--- src/rtl/cache_pkg.sv ---
// rtl/cache_pkg.sv - shared types, mode encodings and geometry helpers for cache_ctrl
package cache_pkg;

    typedef enum logic [2:0] {
        S_IDLE            = 3'd0,
        S_LOOKUP          = 3'd1,
        S_ISSUE_WAIT_BUSY = 3'd2,
        S_WAIT_DONE       = 3'd3,
        S_RESPOND         = 3'd4,
        S_ERROR           = 3'd5
    } state_t;

    localparam logic MODE_READ  = 1'b0;
    localparam logic MODE_WRITE = 1'b1;

    // Width of the line index field of an effective address.
    function automatic int index_w(input int lines);
        return $clog2(lines);
    endfunction

    // Width of the tag: whatever effective-address bits the index does not use.
    function automatic int tag_w(input int lines, input int mem_size);
        return $clog2(mem_size) - $clog2(lines);
    endfunction

endpackage

--- src/rtl/cache_store.sv ---
// rtl/cache_store.sv - direct-mapped line store: valid vector, tag and data arrays
//
// Ports:
//   clk, rst       clock, synchronous active-high reset (clears every valid bit)
//   i_rd_index     line looked up combinationally
//   o_rd_valid/o_rd_tag/o_rd_data   contents of that line
//   i_wr_en/i_wr_index/i_wr_tag/i_wr_data   write port; a write always marks the line valid
module cache_store #(
    parameter int LINES = 32,
    parameter int IDX_W = 5,
    parameter int TAG_W = 7
) (
    input  logic             clk,
    input  logic             rst,
    input  logic [IDX_W-1:0] i_rd_index,
    output logic             o_rd_valid,
    output logic [TAG_W-1:0] o_rd_tag,
    output logic [31:0]      o_rd_data,
    input  logic             i_wr_en,
    input  logic [IDX_W-1:0] i_wr_index,
    input  logic [TAG_W-1:0] i_wr_tag,
    input  logic [31:0]      i_wr_data
);

    logic [LINES-1:0] r_valid;
    logic [TAG_W-1:0] r_tag  [LINES];
    logic [31:0]      r_data [LINES];

    always_ff @(posedge clk) begin
        if (rst) begin
            r_valid <= '0;
        end else if (i_wr_en) begin
            r_valid[i_wr_index] <= 1'b1;
        end
    end

    // Tag and data need no reset: they are ignored while the valid bit is low.
    always_ff @(posedge clk) begin
        if (i_wr_en) begin
            r_tag[i_wr_index]  <= i_wr_tag;
            r_data[i_wr_index] <= i_wr_data;
        end
    end

    assign o_rd_valid = r_valid[i_rd_index];
    assign o_rd_tag   = r_tag[i_rd_index];
    assign o_rd_data  = r_data[i_rd_index];

endmodule

--- src/rtl/cache_ctrl.sv ---
// rtl/cache_ctrl.sv - direct-mapped write-through cache controller driving a change-detect memory
//
// Ports:
//   clk, rst                     clock, synchronous active-high reset
//   cpu_req/cpu_mode/cpu_address/cpu_data   CPU request (accepted when cpu_req && cpu_ready)
//   cpu_ready                    high only in IDLE
//   cpu_done/cpu_hit             one-cycle completion pulse, hit flag valid with it
//   cpu_out                      read data, held until the next read completion
//   mem_timeout                  sticky: memory never went busy
//   mem_address/mem_data/mem_mode  registered memory request (also the last issued request)
//   mem_response/mem_out         memory busy flag and read data
module cache_ctrl
    import cache_pkg::*;
#(
    parameter int LINES    = 32,
    parameter int MEM_SIZE = 4096,
    parameter int WAIT_MAX = 8
) (
    input  logic        clk,
    input  logic        rst,
    input  logic        cpu_req,
    input  logic        cpu_mode,
    input  logic [31:0] cpu_address,
    input  logic [31:0] cpu_data,
    output logic        cpu_ready,
    output logic        cpu_done,
    output logic        cpu_hit,
    output logic [31:0] cpu_out,
    output logic        mem_timeout,
    output logic [31:0] mem_address,
    output logic [31:0] mem_data,
    output logic        mem_mode,
    input  logic        mem_response,
    input  logic [31:0] mem_out
);

    localparam int IDX_W = index_w(LINES);
    localparam int TAG_W = tag_w(LINES, MEM_SIZE);
    localparam int AW    = $clog2(MEM_SIZE);
    localparam int CNT_W = $clog2(WAIT_MAX + 1);

    state_t r_state, w_next;

    logic             r_req_mode;
    logic [AW-1:0]    r_req_addr;
    logic [31:0]      r_req_data;
    logic [31:0]      r_mem_address;
    logic [31:0]      r_mem_data;
    logic             r_mem_mode;
    logic [CNT_W-1:0] r_wait_cnt;
    logic [31:0]      r_resp_data;
    logic             r_resp_hit;
    logic             r_cpu_done;
    logic             r_cpu_hit;
    logic [31:0]      r_cpu_out;
    logic             r_timeout;

    logic             w_rd_valid;
    logic [TAG_W-1:0] w_rd_tag;
    logic [31:0]      w_rd_data;
    logic [IDX_W-1:0] w_req_index;
    logic [TAG_W-1:0] w_req_tag;
    logic [31:0]      w_req_addr_ext;
    logic             w_tag_match;
    logic             w_read_hit;
    logic             w_same;
    logic             w_wr_en;
    logic [31:0]      w_wr_data;
    logic             w_unused;

    // Bits above the memory size alias onto the same word.
    assign w_unused       = ^cpu_address[31:AW];
    assign w_req_index    = r_req_addr[IDX_W-1:0];
    assign w_req_tag      = r_req_addr[AW-1:IDX_W];
    assign w_req_addr_ext = {{(32-AW){1'b0}}, r_req_addr};

    assign w_tag_match = w_rd_valid && (w_rd_tag == w_req_tag);
    assign w_read_hit  = (r_req_mode == MODE_READ) && w_tag_match;
    // The memory only starts work when its inputs change, so an identical
    // re-issue would never raise busy; answer such requests without memory.
    assign w_same = (r_mem_address == w_req_addr_ext) && (r_mem_data == r_req_data)
                 && (r_mem_mode == r_req_mode);

    // Reads fill the line; writes only refresh a line that already holds the tag.
    assign w_wr_en   = (r_state == S_WAIT_DONE) && !mem_response
                    && ((r_req_mode == MODE_READ) || w_tag_match);
    assign w_wr_data = (r_req_mode == MODE_READ) ? mem_out : r_req_data;

    cache_store #(
        .LINES(LINES),
        .IDX_W(IDX_W),
        .TAG_W(TAG_W)
    ) u_store (
        .clk        (clk),
        .rst        (rst),
        .i_rd_index (w_req_index),
        .o_rd_valid (w_rd_valid),
        .o_rd_tag   (w_rd_tag),
        .o_rd_data  (w_rd_data),
        .i_wr_en    (w_wr_en),
        .i_wr_index (w_req_index),
        .i_wr_tag   (w_req_tag),
        .i_wr_data  (w_wr_data)
    );

    always_ff @(posedge clk) begin
        if (rst) begin
            r_state <= S_IDLE;
        end else begin
            r_state <= w_next;
        end
    end

    always_comb begin
        w_next = r_state;
        case (r_state)
            S_IDLE: begin
                if (cpu_req) w_next = S_LOOKUP;
            end
            S_LOOKUP: begin
                if (w_read_hit || w_same) w_next = S_RESPOND;
                else                      w_next = S_ISSUE_WAIT_BUSY;
            end
            S_ISSUE_WAIT_BUSY: begin
                if (mem_response)                              w_next = S_WAIT_DONE;
                else if (r_wait_cnt == CNT_W'(WAIT_MAX - 1))   w_next = S_ERROR;
            end
            S_WAIT_DONE: begin
                if (!mem_response) w_next = S_RESPOND;
            end
            S_RESPOND: w_next = S_IDLE;
            S_ERROR:   w_next = S_ERROR;
            default:   w_next = S_IDLE;
        endcase
    end

    always_ff @(posedge clk) begin
        if (rst) begin
            r_req_mode    <= MODE_READ;
            r_req_addr    <= '0;
            r_req_data    <= '0;
            r_mem_address <= '0;
            r_mem_data    <= '0;
            r_mem_mode    <= MODE_READ;
            r_wait_cnt    <= '0;
            r_resp_data   <= '0;
            r_resp_hit    <= 1'b0;
            r_cpu_done    <= 1'b0;
            r_cpu_hit     <= 1'b0;
            r_cpu_out     <= '0;
            r_timeout     <= 1'b0;
        end else begin
            r_cpu_done <= 1'b0;
            r_cpu_hit  <= 1'b0;
            case (r_state)
                S_IDLE: begin
                    if (cpu_req) begin
                        r_req_mode <= cpu_mode;
                        r_req_addr <= cpu_address[AW-1:0];
                        r_req_data <= cpu_data;
                    end
                end
                S_LOOKUP: begin
                    r_wait_cnt <= '0;
                    r_resp_hit <= w_read_hit;
                    if (w_read_hit) begin
                        r_resp_data <= w_rd_data;
                    end else if (w_same) begin
                        // Memory still presents the result of this very request.
                        r_resp_data <= mem_out;
                    end else begin
                        r_mem_address <= w_req_addr_ext;
                        r_mem_data    <= r_req_data;
                        r_mem_mode    <= r_req_mode;
                    end
                end
                S_ISSUE_WAIT_BUSY: begin
                    if (!mem_response) begin
                        if (r_wait_cnt == CNT_W'(WAIT_MAX - 1)) r_timeout <= 1'b1;
                        else r_wait_cnt <= r_wait_cnt + CNT_W'(1);
                    end
                end
                S_WAIT_DONE: begin
                    if (!mem_response) r_resp_data <= mem_out;
                end
                S_RESPOND: begin
                    r_cpu_done <= 1'b1;
                    r_cpu_hit  <= r_resp_hit;
                    if (r_req_mode == MODE_READ) r_cpu_out <= r_resp_data;
                end
                default: begin
                end
            endcase
        end
    end

    assign cpu_ready   = (r_state == S_IDLE);
    assign cpu_done    = r_cpu_done;
    assign cpu_hit     = r_cpu_hit;
    assign cpu_out     = r_cpu_out;
    assign mem_timeout = r_timeout;
    assign mem_address = r_mem_address;
    assign mem_data    = r_mem_data;
    assign mem_mode    = r_mem_mode;

endmodule

--- config.mk ---
export PLATFORM = sky130hd
export DESIGN_NAME = cache_ctrl
export DESIGN_NICKNAME = d
export VERILOG_FILES = /design/src/rtl/cache_pkg.sv /design/src/rtl/cache_store.sv /design/src/rtl/cache_ctrl.sv
export SDC_FILE = /design/constraint.sdc
export NUM_CORES = 2
export LEC_CHECK = 0
export CORE_MARGIN = 5
export CORE_UTILIZATION = 35
export CTS_CLUSTER_SIZE = 14
export DETAILED_ROUTE_END_ITERATION = 10
export DONT_BUFFER_PORTS = 1
export PLACE_DENSITY = 0.54
export SYNTH_ARGS = -nofsm -noshare
export SYNTH_HDL_FRONTEND = slang
export SYNTH_SLANG_ARGS = --single-unit
--- constraint.sdc ---
create_clock -name clk -period 7.75 [get_ports clk]
set_clock_uncertainty 0.15 [all_clocks]
set_input_delay 1.55 -clock clk [delete_from_list [all_inputs] [get_ports clk]]
set_output_delay 1.55 -clock clk [all_outputs]
set_load 0.01 [all_outputs]
-- Yosys cells after proc, flatten, opt, wreduce, memory -nomap -nowiden
Memories as Yosys holds them, arrays and structs flattened. A register that Yosys moved wholly into a read port is not among the register bits.
Index checks and enable logic that the tools add are counted.
- flip-flop bits (word level): 197
- memories: 2
- bits of input ports: 101
- output and inout port bits: 101
- bits in writable memories: 1248
- logic and storage cells: 88
- $lt $le $gt $ge: 2
- reductions and logical operators: 21
- equal/unequal tests: 16
- bitwise gates (word level): 6
- add/sub/neg operators: 1
- multiplexer cells: 25
- memories (memory ; depth ; bits a word ; read ports ; clocked after Yosys merged registers in ; write ports ; RTL line ; source):
    u_store.r_data ; 32 ; 32 ; 1 ; 1 ; 1 ; cache_store.sv:27 ; logic [31:0] r_data [LINES];
    u_store.r_tag ; 32 ; 7 ; 1 ; 1 ; 1 ; cache_store.sv:26 ; logic [TAG_W-1:0] r_tag [LINES];
- operators by type and width (cell ; count):
    $mux 32 ; 4
    $pmux 32 s2 ; 1
    $eq 32x32->1 ; 1
    $or 32x32->32 ; 1
    $mux 5 ; 4
    $mux 3 ; 5
    $pmux 3 s5 ; 1
    $reduce_and 3->1 ; 5
    $eq 12x12->1 ; 1
    $mux 4 ; 2
    $ne 2x2->1 const B ; 4
    $pmux 4 s2 ; 1
    $eq 7x7->1 ; 1
    $logic_and 1x1->1 ; 7
    $eq 3x2->1 const B ; 2
    $eq 3x3->1 const B ; 2
    $lt 5x6->1 const B ; 1
    $ne 3x3->1 const B ; 2
    $bmux 1 s5 ; 1
    $demux 1 s5 ; 1
    $ge 5x1->1 const B ; 1
    $mux 1 ; 5
    $not 1->1 ; 5
    $add 4x1->4 const B ; 1
    9 further kinds ; 12

-- Logic depth before layout (Yosys ltp)
- depth in word-level cells: 7
- depth in mapped cells: 15
- gate-level depth less buffers: 9

-- By module
Synthesis repeated with hierarchy kept, for this count alone.
- cell total of the unflattened synthesis: 3718
- area, all modules: 57417.6 µm²
- modules (own cells, without submodules) (module ; cells an instance ; area each (µm²) ; seq. area each (µm²) ; instances):
    cache_store ; 2840 ; 49706.4 ; 38116.6 ; 1
    cache_ctrl ; 878 ; 7711.1 ; 3303.2 ; 1

-- Least setup slack after synthesis
No wires, ideal clock.
- path kind: register -> register
- start: reg with a tool-made name
- end: mem u_store.r_data[0][0], enable pin
- path slack: 1.468 ns
- cell stages (with the launch flop): 12
- path buffers: 2
- data arrival time: 5.648 ns
- cells stage by stage: dfxtp_1 buf_2 mux4_2 mux4_2 mux2i_1 xnor2_1 nor2_1 nand4b_1 o31ai_1 nand2_1 clkbuf_1 nor3_1
- RTL lines (item ; RTL line):
    end: declaration ; cache_store.sv:27

==> parameters.txt <==
Parameter                              Value

Run status
  Result of the run    completed

Logic synthesis
  EDFF count, synth    ~1,200
  Post-synth cell types    between 40 and 50
  Async set-reset flop share out of synthesis    0%
  Post-Synthesis Mean Instance Area    about 19 um^2
  Count of warnings emitted by yosys    0
  Fraction of the yosys area taken by sequential cells    73.7%
  Flip-flop cell with the highest count after synthesis    sky130_fd_sc_hd__edfxtp_1
  Synth Instances    2,910
  Post-synthesis cell area    56,300 um^2
  Post-synthesis register bit count    1,450

Timing
  Post-route fraction of the period consumed by the critical path    77.0%
  RSZ-0062 raised after global routing    false
  Worst slew margin relative to its limit    approximately 14%
  Post-route worst setup slack    1.78 ns
  Slew of the pin with the lowest slew margin    about 1.3 ns
  Final setup violating endpoints    0
  Number of hold violations in the final report    0
  Highest clock frequency the design can meet    between 150 and 200 MHz
  Post-Route Setup TNS    0 ns
  Tmin final    between 5 and 6 ns
  Final Slew Violations    0

Clocking
  TritonCTS sink count    1,450
  Number of H-tree levels    4
  Post-CTS Setup Inserts    0
  CTS tree    built
  Count of instances resized after the clock tree is built    0
  Number of buffers created by CTS    153
  CTS clk-pin slew, worst paths    about 0.060 ns
  Number of hold buffers added after cts    0
  Insertion delay of the later-clocked pin in the worst-skew pair    0.78 ns
  Bufs on Longest Clock Path    3
  Root Buffer Master    sky130_fd_sc_hd__clkbuf_16

Global route
  Global-route usage over all layers    around a fifth
  Pin count of the biggest net entering global routing    slightly below 200
  First-pass GRT wire length    roughly 220 mm
  Via count of the first global-routing pass    approximately 28,000
  Total gr overflow    0
  Antenna violations before repair    14

Worst setup path
  Maximum fanout along the worst path    126
  Required @ worst endpoint    between 7 and 8 ns
  R2R setup slack    roughly 1.8 ns
  Crit. End Element    flop
  CP Launch Type    flop
  Crit path kind    reg -> reg
  Endpoint arrival time on the critical path    a little over 6 ns

Final layout
  Number of filler instances in the final layout    14,364
  Flip-flop and latch area    approximately 42,000 um^2
  Share of final-layout standard cells stronger than drive strength 1    24.6%
  Area taken by multi-input logic gates    14,000 um^2
  Layout net count    roughly 3,100
  Most common cell after layout, fill and taps aside    sky130_fd_sc_hd__edfxtp_1
  Post-route cell area    64,000 um^2
  Most frequent cells in the layout    sky130_fd_sc_hd__edfxtp_1, sky130_fd_sc_hd__mux4_2, sky130_fd_sc_hd__dfxtp_1
  Post-layout utilization of the core    between 30% and 40%
  Synthesis-to-layout area growth    13.6%

Drt
  Mean number of vias per cell    approximately 5.5
  Routed metal-1 wirelength    ~70 mm
  DR iter-0 viols    3,602
  Wirelength per Cell    a little over 30 um
  Topmost layer with routed signal wires    met5
  ANT nets after route    0
  Met2 wire len    just over 70 mm
  Number of remaining DRC errors    0
  Metal3 WL    14.4 mm
  Wire length after detailed routing    160 mm
  Number of detailed-routing iterations run before antenna repair    5
  Detailed-route via count    approximately 29,000

Pwr
  Leakage power of the design    19.4 nW
  Worst supply voltage drop on vdd    roughly 230 uV
  Power per cell area    approximately 280 nW/um^2

Floorplanning
  Placeable core region    160,000 um^2
  Initial cell density of the core    about a third
  Overall die area    roughly 170,000 um^2
  Placement Rows    ~150
  Floorplan die width    just over 400 um
  Die Y    ~410 um
  Ports    approximately 200

Job
  Number of max-capacitance violations reported    0

Placement
  Port bufs    0
  Placed inst area    between 50,000 and 60,000 um^2
  Setup Slack @ Placement    between 1.5 and 2 ns
  Weighted congestion at the end of routability-driven global placement    between 0.7 and 0.8
  Detailed placement HPWL    85.4 mm

Min path
  Class of the tightest hold or removal check    reg -> reg
## flip-flops by register name, summed over array words and instances (netlist names), named ones only
| register | cells |
|---|---|
| u_store.r_data | 1024 |
| u_store.r_tag | 224 |
| cpu_out | 32 |
| mem_data | 32 |
| r_req_data | 32 |
| r_resp_data | 32 |
| u_store.r_valid | 32 |
| mem_address | 12 |
| r_req_addr | 12 |
| r_wait_cnt | 4 |
| r_state | 3 |
| cpu_done | 1 |
| cpu_hit | 1 |
| mem_mode | 1 |
| mem_timeout | 1 |
| r_req_mode | 1 |
| r_resp_hit | 1 |
## cell type report
| type | count | share of cell area, % |
|---|---|---|
| Antenna cell | 3 | 0.0117 |
| Clock inverter | 70 | 1.04 |
| Timing Repair Buffer | 92 | 1.24 |
| Sequential cell | 1450 | 64.9 |
| Inverter | 32 | 0.188 |
| Multi-Input combinational cell | 1237 | 21.9 |
| Tap cell | 2160 | 4.22 |
| Clock buffer | 208 | 6.50 |
## path summary, 6_finish.rpt
path / depth (start not counted) / to / from
min reg2reg: 2 / cpu_out[3]$_SDFFE_PP0P_ / r_resp_data[3]$_SDFFE_PP0P_
max reg2reg: 11 / u_store.r_data[20][17]$_DFFE_PP_ / flop
max: 11 / u_store.r_data[20][17]$_DFFE_PP_ / flop
min: 2 / cpu_out[3]$_SDFFE_PP0P_ / r_resp_data[3]$_SDFFE_PP0P_
## metrics by stage
stage	instances	power, mW	hold WS, ns
finish	5252	17.7	0.297
global route	5251	18.3	0.321
CTS	5249	17.9	0.298
detailed placement	4971	10.8	0.289
global placement	4971	10.8	0.290
floorplan	2929	10.1	0.273
## worst max-delay path, cell delays in order, from the launching register on
cell                       delay (ns)
sky130_fd_sc_hd__dfxtp_4         0.71
sky130_fd_sc_hd__buf_12          0.69
sky130_fd_sc_hd__mux2i_1         0.19
sky130_fd_sc_hd__a22oi_1         0.22
sky130_fd_sc_hd__a211oi_1        0.12
sky130_fd_sc_hd__nor4_1          0.74
sky130_fd_sc_hd__xor2_1          0.33
sky130_fd_sc_hd__nand2b_1        0.25
sky130_fd_sc_hd__o31ai_1         0.30
sky130_fd_sc_hd__nand2_2         0.59
sky130_fd_sc_hd__nor3_2          0.36
sky130_fd_sc_hd__buf_4           0.83
## synth_stat cells (2+ instances only)
cell | count | area [um^2]
sky130_fd_sc_hd__edfxtp_1 | 1248 | 37500
sky130_fd_sc_hd__nand2b_1 | 10 | 62.6
sky130_fd_sc_hd__and2_1 | 5 | 31.3
sky130_fd_sc_hd__mux4_2 | 368 | 8290
sky130_fd_sc_hd__nand3b_1 | 3 | 22.5
sky130_fd_sc_hd__o2111ai_1 | 32 | 280
sky130_fd_sc_hd__nor3_1 | 37 | 185
sky130_fd_sc_hd__nor4_1 | 6 | 37.5
sky130_fd_sc_hd__nand2_1 | 173 | 649
sky130_fd_sc_hd__buf_6 | 10 | 113
sky130_fd_sc_hd__clkbuf_1 | 132 | 495
sky130_fd_sc_hd__or2_2 | 6 | 37.5
sky130_fd_sc_hd__nand4_1 | 10 | 62.6
sky130_fd_sc_hd__buf_1 | 31 | 116
sky130_fd_sc_hd__a211oi_1 | 4 | 30.0
sky130_fd_sc_hd__buf_4 | 22 | 165
sky130_fd_sc_hd__o21ai_0 | 35 | 175
sky130_fd_sc_hd__o22ai_1 | 4 | 25.0
sky130_fd_sc_hd__mux2i_1 | 129 | 1290
sky130_fd_sc_hd__mux2_2 | 32 | 360
sky130_fd_sc_hd__or3_1 | 2 | 12.5
sky130_fd_sc_hd__o32ai_1 | 32 | 280
sky130_fd_sc_hd__xnor2_1 | 45 | 394
sky130_fd_sc_hd__a21oi_1 | 125 | 626
sky130_fd_sc_hd__dfxtp_1 | 202 | 4040
sky130_fd_sc_hd__a21o_1 | 2 | 15.0
sky130_fd_sc_hd__nand3_1 | 39 | 195
sky130_fd_sc_hd__nor2b_1 | 5 | 31.3
sky130_fd_sc_hd__nand4b_1 | 2 | 17.5
sky130_fd_sc_hd__nor2_1 | 65 | 244
sky130_fd_sc_hd__and3_1 | 2 | 12.5
sky130_fd_sc_hd__a31oi_1 | 4 | 25.0
sky130_fd_sc_hd__xor2_1 | 9 | 78.8
sky130_fd_sc_hd__a22oi_1 | 20 | 150
sky130_fd_sc_hd__buf_2 | 14 | 70.1
sky130_fd_sc_hd__inv_1 | 32 | 120
## logic make-up (layout without fill, tap and decap cells)
family | count (synthesis) | count (layout) | share of synthesized area [%]
adder cells (fa/ha/maj) | 1 | 1 | 0.0222
XOR/XNOR | 54 | 54 | 0.840
flip-flops | 1450 | 1450 | 73.7
AO/OA/AOI/OAI | 264 | 264 | 2.95
AND/OR/NAND/NOR | 369 | 369 | 2.92
buffers and inverters | 242 | 402 | 1.93
other | 1 | 23 | 0.00666
multiplexers | 529 | 529 | 17.6
## routing by layer
layer  vias to the layer above  track usage [%]
li1                      11890                -
met5                         -                0
met3                       230             4.41
met2                      1197             28.0
met4                         2             4.25
met1                     15395             27.7
## where the power goes
group          total [mW]  switching [mW]  internal [mW]
logic                1.75            1.07          0.680
clock network        7.11            3.05           4.05
registers            8.84           0.176           8.66
total                17.7            4.30           13.4
Power figures use the tool's default switching activity.
